**config.mk**
```make
export PLATFORM = sky130hd
export DESIGN_NAME = uart_cmd_tx
export DESIGN_NICKNAME = d
export VERILOG_FILES = /design/src/rtl/uart_cmd_tx.sv
export SDC_FILE = /design/constraint.sdc
export NUM_CORES = 1
export LEC_CHECK = 0
export ABC_AREA = 1
export BUFFER_PORTS_ARGS = -buffer_cell sky130_fd_sc_hd__buf_2
export CAP_MARGIN = 20
export CORE_AREA = 2 2 59 61
export DETAILED_ROUTE_END_ITERATION = 7
export DIE_AREA = 0 0 61 63
export GPL_TIMING_DRIVEN = 0
export PLACE_DENSITY = 0.74
export SLEW_MARGIN = 30
export SYNTH_ARGS = -nofsm -noshare
export SYNTH_HDL_FRONTEND = slang
export SYNTH_SLANG_ARGS = --single-unit
```
**constraint.sdc**
```tcl
create_clock -name clk -period 1.2 [get_ports clk]
set_input_delay 0.12 -clock clk [delete_from_list [all_inputs] [get_ports clk]]
set_output_delay 0.12 -clock clk [all_outputs]
set_load 0.005 [all_outputs]
```
**src/rtl/uart_cmd_tx.sv**
```systemverilog
// UART transmitter for 8-bit motor command bytes: start, 8 data bits LSB-first,
// optional even/odd parity, 1 or 2 stop bits. Bytes are accepted over valid/ready.
`timescale 1ns/1ps

module uart_cmd_tx #(
    parameter int unsigned CLKS_PER_BIT = 434,
    parameter int unsigned STOP_BITS    = 1,
    parameter int unsigned PARITY       = 0
) (
    input  logic       clk,
    input  logic       rst,
    input  logic [7:0] tx_data,
    input  logic       tx_valid,
    output logic       tx_ready,
    output logic       tx,
    output logic       tx_busy,
    output logic       tx_done
);

    localparam int unsigned CNT_W = (CLKS_PER_BIT > 1) ? $clog2(CLKS_PER_BIT) : 1;
    localparam logic [CNT_W-1:0] CNT_LAST = CNT_W'(CLKS_PER_BIT - 1);
    localparam logic [2:0] STOP_LAST = 3'(STOP_BITS - 1);
    localparam bit PARAMS_OK = (CLKS_PER_BIT >= 2) &&
                               (STOP_BITS == 1 || STOP_BITS == 2) &&
                               (PARITY <= 2);

    typedef enum logic [2:0] {
        S_IDLE,
        S_START,
        S_DATA,
        S_PARITY,
        S_STOP
    } state_t;

    state_t           state_q, state_d;
    logic [CNT_W-1:0] cnt_q, cnt_d;
    logic [2:0]       idx_q, idx_d;
    logic [7:0]       shift_q, shift_d;
    logic             par_q, par_d;
    logic             tx_d, busy_d, done_d;
    logic             baud_end;
    logic             accept;

    assign tx_ready = (state_q == S_IDLE) && !rst;
    assign accept   = tx_valid && tx_ready;
    assign baud_end = (cnt_q == CNT_LAST);

    // State, datapath and registered line outputs
    always_ff @(posedge clk or posedge rst) begin
        if (rst) begin
            state_q <= S_IDLE;
            cnt_q   <= '0;
            idx_q   <= '0;
            shift_q <= '0;
            par_q   <= 1'b0;
            tx      <= 1'b1;
            tx_busy <= 1'b0;
            tx_done <= 1'b0;
        end else begin
            state_q <= state_d;
            cnt_q   <= cnt_d;
            idx_q   <= idx_d;
            shift_q <= shift_d;
            par_q   <= par_d;
            tx      <= tx_d;
            tx_busy <= busy_d;
            tx_done <= done_d;
        end
    end

    // Next-state logic; line level is derived from the state being entered
    always_comb begin
        state_d = state_q;
        cnt_d   = cnt_q;
        idx_d   = idx_q;
        shift_d = shift_q;
        par_d   = par_q;
        done_d  = 1'b0;
        tx_d    = 1'b1;
        busy_d  = 1'b0;

        if (state_q == S_IDLE) begin
            cnt_d = '0;
        end else begin
            cnt_d = baud_end ? '0 : cnt_q + 1'b1;
        end

        case (state_q)
            S_IDLE: begin
                idx_d = '0;
                if (accept) begin
                    shift_d = tx_data;
                    par_d   = (PARITY == 2) ? ~^tx_data : ^tx_data;
                    state_d = S_START;
                end
            end
            S_START: begin
                if (baud_end) begin
                    state_d = S_DATA;
                    idx_d   = '0;
                end
            end
            S_DATA: begin
                if (baud_end) begin
                    shift_d = {1'b0, shift_q[7:1]};
                    if (idx_q == 3'd7) begin
                        idx_d   = '0;
                        state_d = (PARITY != 0) ? S_PARITY : S_STOP;
                    end else begin
                        idx_d = idx_q + 3'd1;
                    end
                end
            end
            S_PARITY: begin
                if (baud_end) begin
                    state_d = S_STOP;
                    idx_d   = '0;
                end
            end
            S_STOP: begin
                if (baud_end) begin
                    if (idx_q == STOP_LAST) begin
                        state_d = S_IDLE;
                        idx_d   = '0;
                        done_d  = 1'b1;
                    end else begin
                        idx_d = idx_q + 3'd1;
                    end
                end
            end
            default: state_d = S_IDLE;
        endcase

        case (state_d)
            S_START:  tx_d = 1'b0;
            S_DATA:   tx_d = shift_d[0];
            S_PARITY: tx_d = par_d;
            default:  tx_d = 1'b1;
        endcase
        busy_d = (state_d != S_IDLE);
    end

    a_params_legal: assert property (@(posedge clk) PARAMS_OK)
        else $error("uart_cmd_tx: unsupported parameter combination");

endmodule

```
==> run metrics <==
Slew HR=63.2%; RSZ-0062 raised after global routing=true; Switch Pwr=875 uW; Post-Syn Area=1620 sq um; Congestion Overflow GR=0; Post-Route WL=3320 um; Pleak=0.00108 uW; Netlist cell types=24; WP buf/inv=1; share of cells above drive strength 1=30.7%; most frequent CP cell=nor2_2; Initial Util=50.1%; ys flop type=dfrtp_1; number of antenna diodes=0; critical path's slowest cell=dfrtp_1; DRC Markers=0; Routed Antenna Nets=0; Switching Share=34.9%; crit-path max cell delay=460 ps; clock share of power=16.1%; share of total power in sequential cells=49.2%; Placed Area=1750 sq um; nets@finish=274; cell internal pwr=1630 uW; Area contributors post-synth=dfrtp_1, nand2_1, inv_1; final worst setup slack=-252 ps; DR vias/cell=4.92; CTS tree=done; Die ar.=3840 sq um; Overall Global Routing Usage=18.7%; asr flop ratio synth=100%; Mapped Cells=223; register area share after synthesis=41.8%; clock skew=5.14 ps; Post-DP HPWL=2250 um; Sink Count=27; Filler cells=289; flops & latches, synth=27; setup violators final=28; core area=3230 sq um; Critical Path Start Type=flip-flop; EDFF count, synth=0; DRT Pass-1 Iters=5; die height=63 um; worst-path cell chain=inv_1 > nand2_1 > nor2_2 > nand2_4 > o21ai_4 > nand2_2 > nor2_2 > nand3_1; Final Hold Fails=0; Die W=61 um; CP top delay family=simple AND/OR/NAND/NOR gates; initial DRC count=43; failing checks=negative setup slack; CP endpoint kind=flip-flop; share of the synthesized area in the top cell type=40.2%; Final min period=1450 ps; I/O pin count=15; critical path arrival=1690 ps; maxcap violations=0; Logic pwr share=34.7%; GP Congestion=0.797; Clock Pin Slew Worst Setup and Hold Paths=140 ps; Slew Limit Fails=0; IO buf count=14; area leader, netlist=dfrtp_1; Setup CP Type=reg2reg; Synth warnings=0; Design Area, Final=2060 sq um; largest net degree at the start of global routing=28; Vias=1491; Worst-Margin Slew=551 ps; Max FO, Critical Path=5; syn_nets=239; Routed WL per cell=11.0 um; Mean Syn Cell Area=7.25 sq um; final period utilization=121%; first-pass GRT wire length=5510 um; Achievable Freq=0.689 GHz; final setup TNS=-5030 ps; initial antenna violation count=0; Root Buffer=clkbuf_4; P per Cell Area=1220 nW/um^2; Crit path required time=1440 ps; Area growth syn-to-layout=27.1%; vias in the first global route=1389; worst min path class=in2reg; peak supply drop=0.000501 V; CTS Buffer Depth=2; CTS H-tree lvls=1; CTS Buf Count=3; Worst-Skew Late Latency=330 ps; row count=21; status=finished with violations
through the flow:
stage | power, uW | setup WS, ps | std cells | util (%) | hold WS [ps]
2_1_floorplan | 1680 | -172 | 223 | - | 172
3_3_place_gp | 1820 | -376 | 283 | 54.2 | 381
3_5_place_dp | 1850 | -388 | 283 | 54.2 | 274
4_1_cts | 2400 | -273 | 298 | 59.3 | 28.5
5_1_grt | 2700 | -343 | 303 | 63.6 | 63.4
6_report | 2510 | -252 | 303 | 63.6 | 34.7
power by group through the flow:
stage	sequential, uW	combinational [uW]	clock [uW]
3_5_place_dp	1250	608	0
4_1_cts	1220	769	418
2_1_floorplan	1210	470	0
3_3_place_gp	1230	588	0
6_report	1230	870	403
5_1_grt	1250	991	456
path summary, 6_finish.rpt:
path                                 start  cells after the start    endpoint  slack (ps)
worst max-delay path              cnt_q[6]                      8     tx_busy        -250
worst min-delay path            tx_data[4]                      3  shift_q[4]          30
worst max register to register    cnt_q[6]                      8     tx_busy        -250
worst min register to register  shift_q[7]                      2  shift_q[7]         520
max in group asynchronous              rst                      3    cnt_q[5]         390
min in group asynchronous              rst                      3  shift_q[2]         410
final cells by class:
cell class,instances,area (sq um),share of cell area (%)
Sequential cell,27,681,33.1
Timing Repair Buffer,30,200,9.73
Tap cell,46,57.6,2.80
Inverter,44,168,8.15
Multi-Input combinational cell,152,925,45.0
Clock buffer,4,26.3,1.28
placed cells by master, fill, tap and decap left out, types with 3 or more instances in the layout:
cell type,count
nor2_1,18
inv_2,4
nand2_2,5
ha_1,3
nand2_1,61
dfrtp_2,3
nor2_4,7
o21ai_1,3
inv_1,39
a21oi_1,5
o221ai_1,5
dfrtp_1,23
nand4_1,4
nand3_1,7
clkbuf_4,3
nand3_2,6
nor3_2,3
nor2_2,5
buf_4,13
buf_2,14
flip-flops by register name, summed over array words and instances (netlist names):
signal	flops
tx_busy	1
cnt_q	9
tx_done	1
shift_q	8
state_q	3
tx	1
par_q	1
idx_q	3
tightest hold or removal path: cells and delay by family:
kind / cells / cell delay [ps]
AO/OA/AOI/OAI: 1 / 60
AND/OR/NAND/NOR: 1 / 50
buffers and inverters: 1 / 110
what timing repair did:
| item | in CTS | in global routing |
|---|---|---|
| setup endpoints to repair | 28 | 28 |
| gates resized for setup | 16 | 25 |
| endpoints found under the hold margin | 26 | 0 |
| setup buffers | 10 | 5 |
| gates cloned | 0 | 0 |
| hold buffers | 1 | 0 |
| pin swaps | 4 | 8 |
synthesized netlist by cell type (5+ instances only):
cell type,n
a21oi_1,7
dfrtp_1,26
ha_1,5
inv_1,40
nand2_1,68
nand3_1,12
nor2_1,25
nor2_4,5
o21ai_0,5
o221ai_1,6
cells by family after synthesis:
logic type               share of synthesized area (%)
flip-flops                                        41.8
AO/OA/AOI/OAI                                     8.43
adder cells (fa/ha/maj)                           3.87
buffers and inverters                             10.2
AND/OR/NAND/NOR                                   35.7
routing by layer:
layer	track usage [%]	routed length, um	vias up
met5	0	0	-
met4	9.51	69	0
met3	1.24	79	7
met2	30.2	1650	30
met1	24.4	1530	682
li1	-	-	772
Note: power is estimated with default switching activity, not from simulation.
